**src/rtl/emds_link_arbiter_if.sv**
```systemverilog
// Handshake bundle between the two User senders, the link arbiter and the shared byte link.
// valid/ready: a byte moves on a rising edge where valid and ready are both high; a sender
// must not make valid depend on ready, and holds data/last stable while valid && !ready.
interface emds_link_arbiter_if #(
  parameter int DATA_W = 8
);
  logic              req0;
  logic              req1;
  logic              valid0;
  logic              valid1;
  logic [DATA_W-1:0] data0;
  logic [DATA_W-1:0] data1;
  logic              last0;
  logic              last1;
  logic              ready0;
  logic              ready1;
  logic              grant0;
  logic              grant1;
  logic              link_valid;
  logic [DATA_W-1:0] link_data;
  logic              link_src;
  logic              link_last;
  logic              link_ready;
  logic              overflow;
  logic              abort;

  modport slave (
    input  req0, req1, valid0, valid1, data0, data1, last0, last1, link_ready,
    output ready0, ready1, grant0, grant1, link_valid, link_data, link_src, link_last,
           overflow, abort
  );

  modport master (
    output req0, req1, valid0, valid1, data0, data1, last0, last1, link_ready,
    input  ready0, ready1, grant0, grant1, link_valid, link_data, link_src, link_last,
           overflow, abort
  );
endinterface

```
**src/rtl/emds_link_arbiter.sv**
```systemverilog
// Message-granular round-robin arbiter sharing one byte link between two User senders.
// Optional stall timeout enabled by defining EMDS_ARB_TIMEOUT_EN.
module emds_link_arbiter #(
  parameter int DATA_W    = 8,
  parameter int MAX_BYTES = 100,
  parameter int TIMEOUT   = 16
) (
  input  logic               clock,
  input  logic               reset_n,
  emds_link_arbiter_if.slave bus,
  output logic [1:0]         dbg_state
);
  typedef enum logic [1:0] {S_IDLE = 2'd0, S_BUSY = 2'd1, S_DRAIN = 2'd2} state_t;

  localparam logic [6:0] MAX_CNT = 7'(MAX_BYTES);

  if (MAX_BYTES < 1 || MAX_BYTES > 127 || TIMEOUT < 1) begin : g_bad_cfg
    $error("emds_link_arbiter: MAX_BYTES must be 1..127 and TIMEOUT at least 1");
  end

  state_t            state_q, state_d;
  logic              grant0_q, grant0_d;
  logic              grant1_q, grant1_d;
  logic              rr_q, rr_d;
  logic [6:0]        cnt_q, cnt_d;
  logic              link_valid_q, link_valid_d;
  logic [DATA_W-1:0] link_data_q, link_data_d;
  logic              link_src_q, link_src_d;
  logic              link_last_q, link_last_d;
  logic              overflow_q, overflow_d;

  logic              out_free, busy, acc, hit_max, winner;
  logic              g_valid, g_last;
  logic [DATA_W-1:0] g_data;
  logic [6:0]        cnt_inc;

`ifdef EMDS_ARB_TIMEOUT_EN
  localparam int STALL_W = $clog2(TIMEOUT + 1);
  logic [STALL_W-1:0] stall_q, stall_d;
  logic               abort_q, abort_d;
`endif

  // The output register can take a new byte when empty or when its byte leaves this cycle.
  assign out_free = !link_valid_q || bus.link_ready;
  assign busy     = (state_q == S_BUSY);
  assign g_valid  = grant1_q ? bus.valid1 : bus.valid0;
  assign g_data   = grant1_q ? bus.data1  : bus.data0;
  assign g_last   = grant1_q ? bus.last1  : bus.last0;
  assign acc      = busy && (grant0_q || grant1_q) && g_valid && out_free;
  assign cnt_inc  = cnt_q + 7'd1;
  assign hit_max  = (cnt_inc == MAX_CNT);
  assign winner   = (bus.req0 && bus.req1) ? rr_q : bus.req1;

  always_comb begin
    state_d      = state_q;
    grant0_d     = grant0_q;
    grant1_d     = grant1_q;
    rr_d         = rr_q;
    cnt_d        = cnt_q;
    link_valid_d = link_valid_q;
    link_data_d  = link_data_q;
    link_src_d   = link_src_q;
    link_last_d  = link_last_q;
    overflow_d   = 1'b0;

    if (acc) begin
      link_valid_d = 1'b1;
      link_data_d  = g_data;
      link_src_d   = grant1_q;
      link_last_d  = g_last || hit_max;
    end else if (bus.link_ready) begin
      link_valid_d = 1'b0;
    end

    case (state_q)
      S_IDLE: begin
        if (bus.req0 || bus.req1) begin
          grant0_d = !winner;
          grant1_d = winner;
          cnt_d    = 7'd0;
          state_d  = S_BUSY;
        end
      end
      S_BUSY: begin
        if (acc) begin
          cnt_d = cnt_inc;
          if (g_last || hit_max) begin
            state_d    = S_DRAIN;
            overflow_d = hit_max && !g_last;
          end
        end
      end
      S_DRAIN: begin
        if (link_valid_q && bus.link_ready) begin
          state_d  = S_IDLE;
          grant0_d = 1'b0;
          grant1_d = 1'b0;
          rr_d     = !grant1_q;
        end
      end
      default: state_d = S_IDLE;
    endcase

`ifdef EMDS_ARB_TIMEOUT_EN
    abort_d = 1'b0;
    stall_d = stall_q;
    if (!busy || acc) begin
      stall_d = '0;
    end else if (!g_valid) begin
      // Revoke the grant: the partial message is abandoned without a last byte.
      if (stall_q == STALL_W'(TIMEOUT - 1)) begin
        abort_d      = 1'b1;
        stall_d      = '0;
        state_d      = S_IDLE;
        grant0_d     = 1'b0;
        grant1_d     = 1'b0;
        rr_d         = !grant1_q;
        link_valid_d = 1'b0;
      end else begin
        stall_d = stall_q + 1'b1;
      end
    end
`endif
  end

  always_ff @(posedge clock or negedge reset_n) begin
    if (!reset_n) begin
      state_q      <= S_IDLE;
      grant0_q     <= 1'b0;
      grant1_q     <= 1'b0;
      rr_q         <= 1'b0;
      cnt_q        <= 7'd0;
      link_valid_q <= 1'b0;
      link_data_q  <= '0;
      link_src_q   <= 1'b0;
      link_last_q  <= 1'b0;
      overflow_q   <= 1'b0;
    end else begin
      state_q      <= state_d;
      grant0_q     <= grant0_d;
      grant1_q     <= grant1_d;
      rr_q         <= rr_d;
      cnt_q        <= cnt_d;
      link_valid_q <= link_valid_d;
      link_data_q  <= link_data_d;
      link_src_q   <= link_src_d;
      link_last_q  <= link_last_d;
      overflow_q   <= overflow_d;
    end
  end

`ifdef EMDS_ARB_TIMEOUT_EN
  always_ff @(posedge clock or negedge reset_n) begin
    if (!reset_n) begin
      stall_q <= '0;
      abort_q <= 1'b0;
    end else begin
      stall_q <= stall_d;
      abort_q <= abort_d;
    end
  end

  assign bus.abort = abort_q;
`else
  assign bus.abort = 1'b0;
`endif

  assign bus.ready0     = busy && grant0_q && out_free;
  assign bus.ready1     = busy && grant1_q && out_free;
  assign bus.grant0     = grant0_q;
  assign bus.grant1     = grant1_q;
  assign bus.link_valid = link_valid_q;
  assign bus.link_data  = link_data_q;
  assign bus.link_src   = link_src_q;
  assign bus.link_last  = link_last_q;
  assign bus.overflow   = overflow_q;
  assign dbg_state      = state_q;
endmodule

```
**src/flat_wrapper.sv**
```systemverilog
// flat-port wrapper written by rule: the top's interface ports become plain ports
module emds_link_arbiter_flat 
#(
  parameter int DATA_W    = 8,
  parameter int MAX_BYTES = 100,
  parameter int TIMEOUT   = 16
)
  (clock, reset_n, dbg_state, bus_req0, bus_req1, bus_valid0, bus_valid1, bus_data0, bus_data1, bus_last0, bus_last1, bus_link_ready, bus_ready0, bus_ready1, bus_grant0, bus_grant1, bus_link_valid, bus_link_data, bus_link_src, bus_link_last, bus_overflow, bus_abort);
  emds_link_arbiter_if #(.DATA_W(DATA_W)) bus_i ();
  input  logic clock;
  input  logic reset_n;
  output logic [1:0] dbg_state;
  input wire logic [$bits(bus_i.req0)-1:0] bus_req0;
  input wire logic [$bits(bus_i.req1)-1:0] bus_req1;
  input wire logic [$bits(bus_i.valid0)-1:0] bus_valid0;
  input wire logic [$bits(bus_i.valid1)-1:0] bus_valid1;
  input wire logic [$bits(bus_i.data0)-1:0] bus_data0;
  input wire logic [$bits(bus_i.data1)-1:0] bus_data1;
  input wire logic [$bits(bus_i.last0)-1:0] bus_last0;
  input wire logic [$bits(bus_i.last1)-1:0] bus_last1;
  input wire logic [$bits(bus_i.link_ready)-1:0] bus_link_ready;
  output wire logic [$bits(bus_i.ready0)-1:0] bus_ready0;
  output wire logic [$bits(bus_i.ready1)-1:0] bus_ready1;
  output wire logic [$bits(bus_i.grant0)-1:0] bus_grant0;
  output wire logic [$bits(bus_i.grant1)-1:0] bus_grant1;
  output wire logic [$bits(bus_i.link_valid)-1:0] bus_link_valid;
  output wire logic [$bits(bus_i.link_data)-1:0] bus_link_data;
  output wire logic [$bits(bus_i.link_src)-1:0] bus_link_src;
  output wire logic [$bits(bus_i.link_last)-1:0] bus_link_last;
  output wire logic [$bits(bus_i.overflow)-1:0] bus_overflow;
  output wire logic [$bits(bus_i.abort)-1:0] bus_abort;
  assign bus_i.req0 = bus_req0;
  assign bus_i.req1 = bus_req1;
  assign bus_i.valid0 = bus_valid0;
  assign bus_i.valid1 = bus_valid1;
  assign bus_i.data0 = bus_data0;
  assign bus_i.data1 = bus_data1;
  assign bus_i.last0 = bus_last0;
  assign bus_i.last1 = bus_last1;
  assign bus_i.link_ready = bus_link_ready;
  assign bus_ready0 = bus_i.ready0;
  assign bus_ready1 = bus_i.ready1;
  assign bus_grant0 = bus_i.grant0;
  assign bus_grant1 = bus_i.grant1;
  assign bus_link_valid = bus_i.link_valid;
  assign bus_link_data = bus_i.link_data;
  assign bus_link_src = bus_i.link_src;
  assign bus_link_last = bus_i.link_last;
  assign bus_overflow = bus_i.overflow;
  assign bus_abort = bus_i.abort;
  emds_link_arbiter #(.DATA_W(DATA_W), .MAX_BYTES(MAX_BYTES), .TIMEOUT(TIMEOUT)) u_core (.clock(clock), .reset_n(reset_n), .bus(bus_i), .dbg_state(dbg_state));
endmodule
```
**config.mk**
```make
export PLATFORM = sky130hd
export DESIGN_NAME = emds_link_arbiter_flat
export DESIGN_NICKNAME = d
export VERILOG_FILES = /design/src/rtl/emds_link_arbiter_if.sv /design/src/rtl/emds_link_arbiter.sv /design/src/flat_wrapper.sv
export SDC_FILE = /design/constraint.sdc
export NUM_CORES = 1
export LEC_CHECK = 0
export CAP_MARGIN = 5
export CORE_ASPECT_RATIO = 0.5
export CORE_MARGIN = 5
export CORE_UTILIZATION = 39
export DETAILED_ROUTE_END_ITERATION = 10
export PLACE_DENSITY = 0.78
export RECOVER_POWER = 50
export SLEW_MARGIN = 20
export SYNTH_ARGS = -nofsm -noshare
export SYNTH_HDL_FRONTEND = slang
export SYNTH_SLANG_ARGS = --single-unit
```
**constraint.sdc**
```tcl
create_clock -name clock -period 1.6 [get_ports clock]
set_input_delay 0.32 -clock clock [delete_from_list [all_inputs] [get_ports clock]]
set_output_delay 0.32 -clock clock [all_outputs]
set_load 0.005 [all_outputs]
```
==> flow_results.org <==
** Place
- Routability congestion estimate from global placement :: 0.821
- Placed Area :: 1760 µm²
- Input and output buffers added on the ports amount to 42.
- HPWL Detailed :: 2300 µm
- Number of placed instances with taps included :: 217

** Yosys
- In this run the cell area of the synthesized design comes to 1190 µm².
- Library cell occupying the most area in the post-synthesis netlist :: sky130_fd_sc_hd__dfrtp_1
- Post-synthesis sequential area ratio :: 0.506
- Number of synthesized register bits :: 24
- Counting every net in the synthesized netlist gives 149.
- The synthesized netlist contains 33 unique library cells.
- Most frequent cells after synthesis :: sky130_fd_sc_hd__nand2_1 (27), sky130_fd_sc_hd__dfrtp_1 (24), sky130_fd_sc_hd__o21ai_0 (15), sky130_fd_sc_hd__mux2i_1 (9), sky130_fd_sc_hd__nand3_1 (9)
- Leading post-synthesis cells by cell area :: sky130_fd_sc_hd__dfrtp_1 (51%), sky130_fd_sc_hd__nand2_1 (8.5%), sky130_fd_sc_hd__mux2i_1 (7.6%), sky130_fd_sc_hd__o21ai_0 (6.3%), sky130_fd_sc_hd__nand3_1 (3.8%)
- Count of flip-flops with a built-in enable after synthesis :: 0
- sky130_fd_sc_hd__nand2_1 is the most common cell in the netlist.
- Post-synth ARST share :: 1.00
- Area share of the largest cell type after synthesis :: 0.506
- Synthesized instance count :: 123
- Syn_area_per_cell :: 9.64 µm²
- Yosys warns :: 0
- Among all flip-flop cells after synthesis, the most frequent one is sky130_fd_sc_hd__dfrtp_1.

** Timing
- The final count of hold timing violations was 0.
- Aggregate negative setup slack :: 0 ns
- Setup repair after global routing could not meet its margin everywhere.
- On the final layout, the worst clock skew is 0.00371 ns.
- Final cycle utilization of the critical path :: 0.977
- Highest achievable clock rate :: 640 MHz
- Setup violations remaining at the end of the flow were counted as 0.
- Pins Over Slew Limit :: 0
- Worst relative slew slack :: 0.602
- Actual slew at the worst max-slew pin :: 0.598 ns
- Post-route minimum period :: 1.56 ns

** Run
- # Max-Cap Violations :: 0

** GRT
- Via count of the first global-routing pass :: 1119
- Total global routing overflow :: 0
- First-pass GRT wire length :: 5060 µm
- Largest net degree at the start of global routing :: 25
- Antenna violations before repair :: 0
- GR Util All Layers :: 0.149

** CTS
- Number of buffers between clock root and the deepest sink :: 2
- Clock tree synthesis selected as its root buffer the cell sky130_fd_sc_hd__clkbuf_8.
- In this run, CTS created clock tree buffers numbering 3.
- In this run the number of H-tree levels came out at 1.
- In this run, post-CTS hold repair placed 0 buffers.
- Insertion delay to the later sink of the worst-skew pair :: 0.26 ns
- TritonCTS clock tree :: yes
- The clock drives 24 sinks.
- After clock tree synthesis, the clock-pin slew on the worst setup and hold paths is 0.08 ns.

** Floorplan
- The initial utilization of the core area, before any placement, comes to 0.401.
- In this run the horizontal extent of the chip is 88.0 µm.
- In this run the count of I/O pins placed on the die edge is 44.
- The die is 49.0 µm tall.
- The die covers 4310 µm².
- The core region is 2960 µm².
- Number of placement rows :: 14

** Cells and area
- Layout Cell Area excl Fill :: 1840 µm²
- In the final layout, the share of cells above drive strength 1 is 0.191.
- The number of antenna diodes in the final layout is 0.
- The layout has 252 filler cells.
- Area added between synthesis and finish :: 54.7%
- Nets@finish :: 211
- Final Non-Filler Cells :: 223

** Critical path
- Critical path capture point type :: output pin
- CP Launch Type :: flop
- Crit Path Class :: flop to output pin
- Worst Path Required :: 1.28 ns
- Data arrival time of the worst path :: 1.24 ns
- Of all nets on the critical path, the largest fanout is 2.

** Hold path
- In this run the worst hold path is classified as flop to flop.

** Power
- P_leak :: 0.874 nW
- The worst-case IR drop observed on VDD is 0.738 mV.
- P per Cell Area :: 1580 nW/µm²

** Routing
- The first detailed-routing pass took 4 iterations.
- In the final routed layout, each cell accounts on average for 13.2 µm.
- Across all layers, the routed design uses 1104 vias.
- Routed wire length :: 2940 µm
- The count of nets left with antenna violations once routing finished came out at 0.
- In this run, the number of DRC markers left after iteration 0 of detailed routing was 45.
- In the routed design, unresolved DRC markers number 0.
- Ratio of routed vias to standard cells :: 4.95

** Status
- Result of the run :: finished, final reports clean
==> critical path, cell delays in order (launching register included) <==
cell                      delay (ns)
sky130_fd_sc_hd__dfrtp_1        0.40
sky130_fd_sc_hd__nor2b_4        0.14
sky130_fd_sc_hd__nor2_2         0.12
sky130_fd_sc_hd__buf_4          0.12
sky130_fd_sc_hd__and2_4         0.13
sky130_fd_sc_hd__buf_6          0.08
==> through the flow <==
step           utilization  worst slack (ns)  total power [mW]  hold slack (ns)
2_1_floorplan            -            0.0183              1.71           0.0244
3_3_place_gp         0.593            -0.304              2.48            0.460
3_5_place_dp         0.593            -0.408              2.52            0.462
4_1_cts              0.617            0.0131              2.93            0.414
5_1_grt              0.620           -0.0163              3.12            0.513
6_report             0.620            0.0367              2.90            0.483
==> metal layers <==
metal  part of all wire  global-route usage  up-vias
met4              0.011              0.0383        0
met3              0.046              0.0388        4
met5                  0                   0        -
met2               0.52               0.261       21
li1                   -                   -      546
met1               0.42               0.180      533
==> power by group <==
group / switching, mW / internal [mW] / total, mW
Sequential: 0.147 / 0.829 / 0.977
Combinational: 0.674 / 0.904 / 1.58
Clock: 0.181 / 0.168 / 0.350
Total: 1.00 / 1.90 / 2.90
==> final cells by class <==
type                       instances  area (µm²)  share of cell area
multi-input combinational         93         577               0.314
tap                               40        50.0              0.0273
sequential                        24         601               0.327
timing repair buffer              63         567               0.309
clock buffer                       3        41.3              0.0225
==> registers in the layout (all words and copies together), names as in the netlist <==
| register | cells |
|---|---|
| u_core.cnt_q | 7 |
| u_core.bus.link_src | 1 |
| u_core.rr_q | 1 |
| u_core.bus.overflow | 1 |
| u_core.bus.grant0 | 1 |
| u_core.bus.link_data | 8 |
| u_core.bus.grant1 | 1 |
| u_core.dbg_state | 2 |
| u_core.bus.link_last | 1 |
| u_core.bus.link_valid | 1 |
==> worst paths after layout <==
| path | start | to | slack (ns) | cells past startpoint |
|---|---|---|---|---|
| worst min-delay path | u_core.bus.link_data[5] | u_core.bus.link_data[5] | 0.48 | 2 |
| worst max register to register | u_core.bus.link_valid | u_core.cnt_q[4] | 0.05 | 5 |
| min in group asynchronous | reset_n | u_core.bus.link_data[6] | 0.58 | 2 |
| worst max-delay path | u_core.bus.link_valid | bus_ready1 | 0.04 | 5 |
| max in group asynchronous | reset_n | u_core.cnt_q[0] | 0.63 | 2 |
| worst min register to register | u_core.bus.link_data[5] | u_core.bus.link_data[5] | 0.48 | 2 |
==> cell families after synthesis <==
| group | count (synthesis) | share of synthesized area |
|---|---|---|
| fa+ha+maj | 1 | 0.0105 |
| flops | 24 | 0.506 |
| xor+xnor | 1 | 0.00739 |
| mux | 10 | 0.0854 |
| buf+inv | 6 | 0.0295 |
| compound gates | 25 | 0.126 |
| simple gates | 55 | 0.232 |
| other cells | 1 | 0.00316 |
==> layout by cell type (no fill, tap or decap), drive strengths merged, types with 2 or more instances in the layout <==
cell type	n
dlygate4sd2	3
dfrtp	24
o21ai	15
nand3b	2
nor2b	2
nand3	9
clkdlybuf4s50	33
nor2	4
buf	18
and2	2
a21oi	4
dlygate4sd3	3
nand2	27
mux2i	9
or3	2
clkbuf	8
==> timing repair <==
action                     4_1_cts  5_1_grt
setup buffers                    2        1
gates resized for setup         14        7
pin swaps                        2        1
setup endpoints to repair        3       14
(Power assumes the default switching activity.)
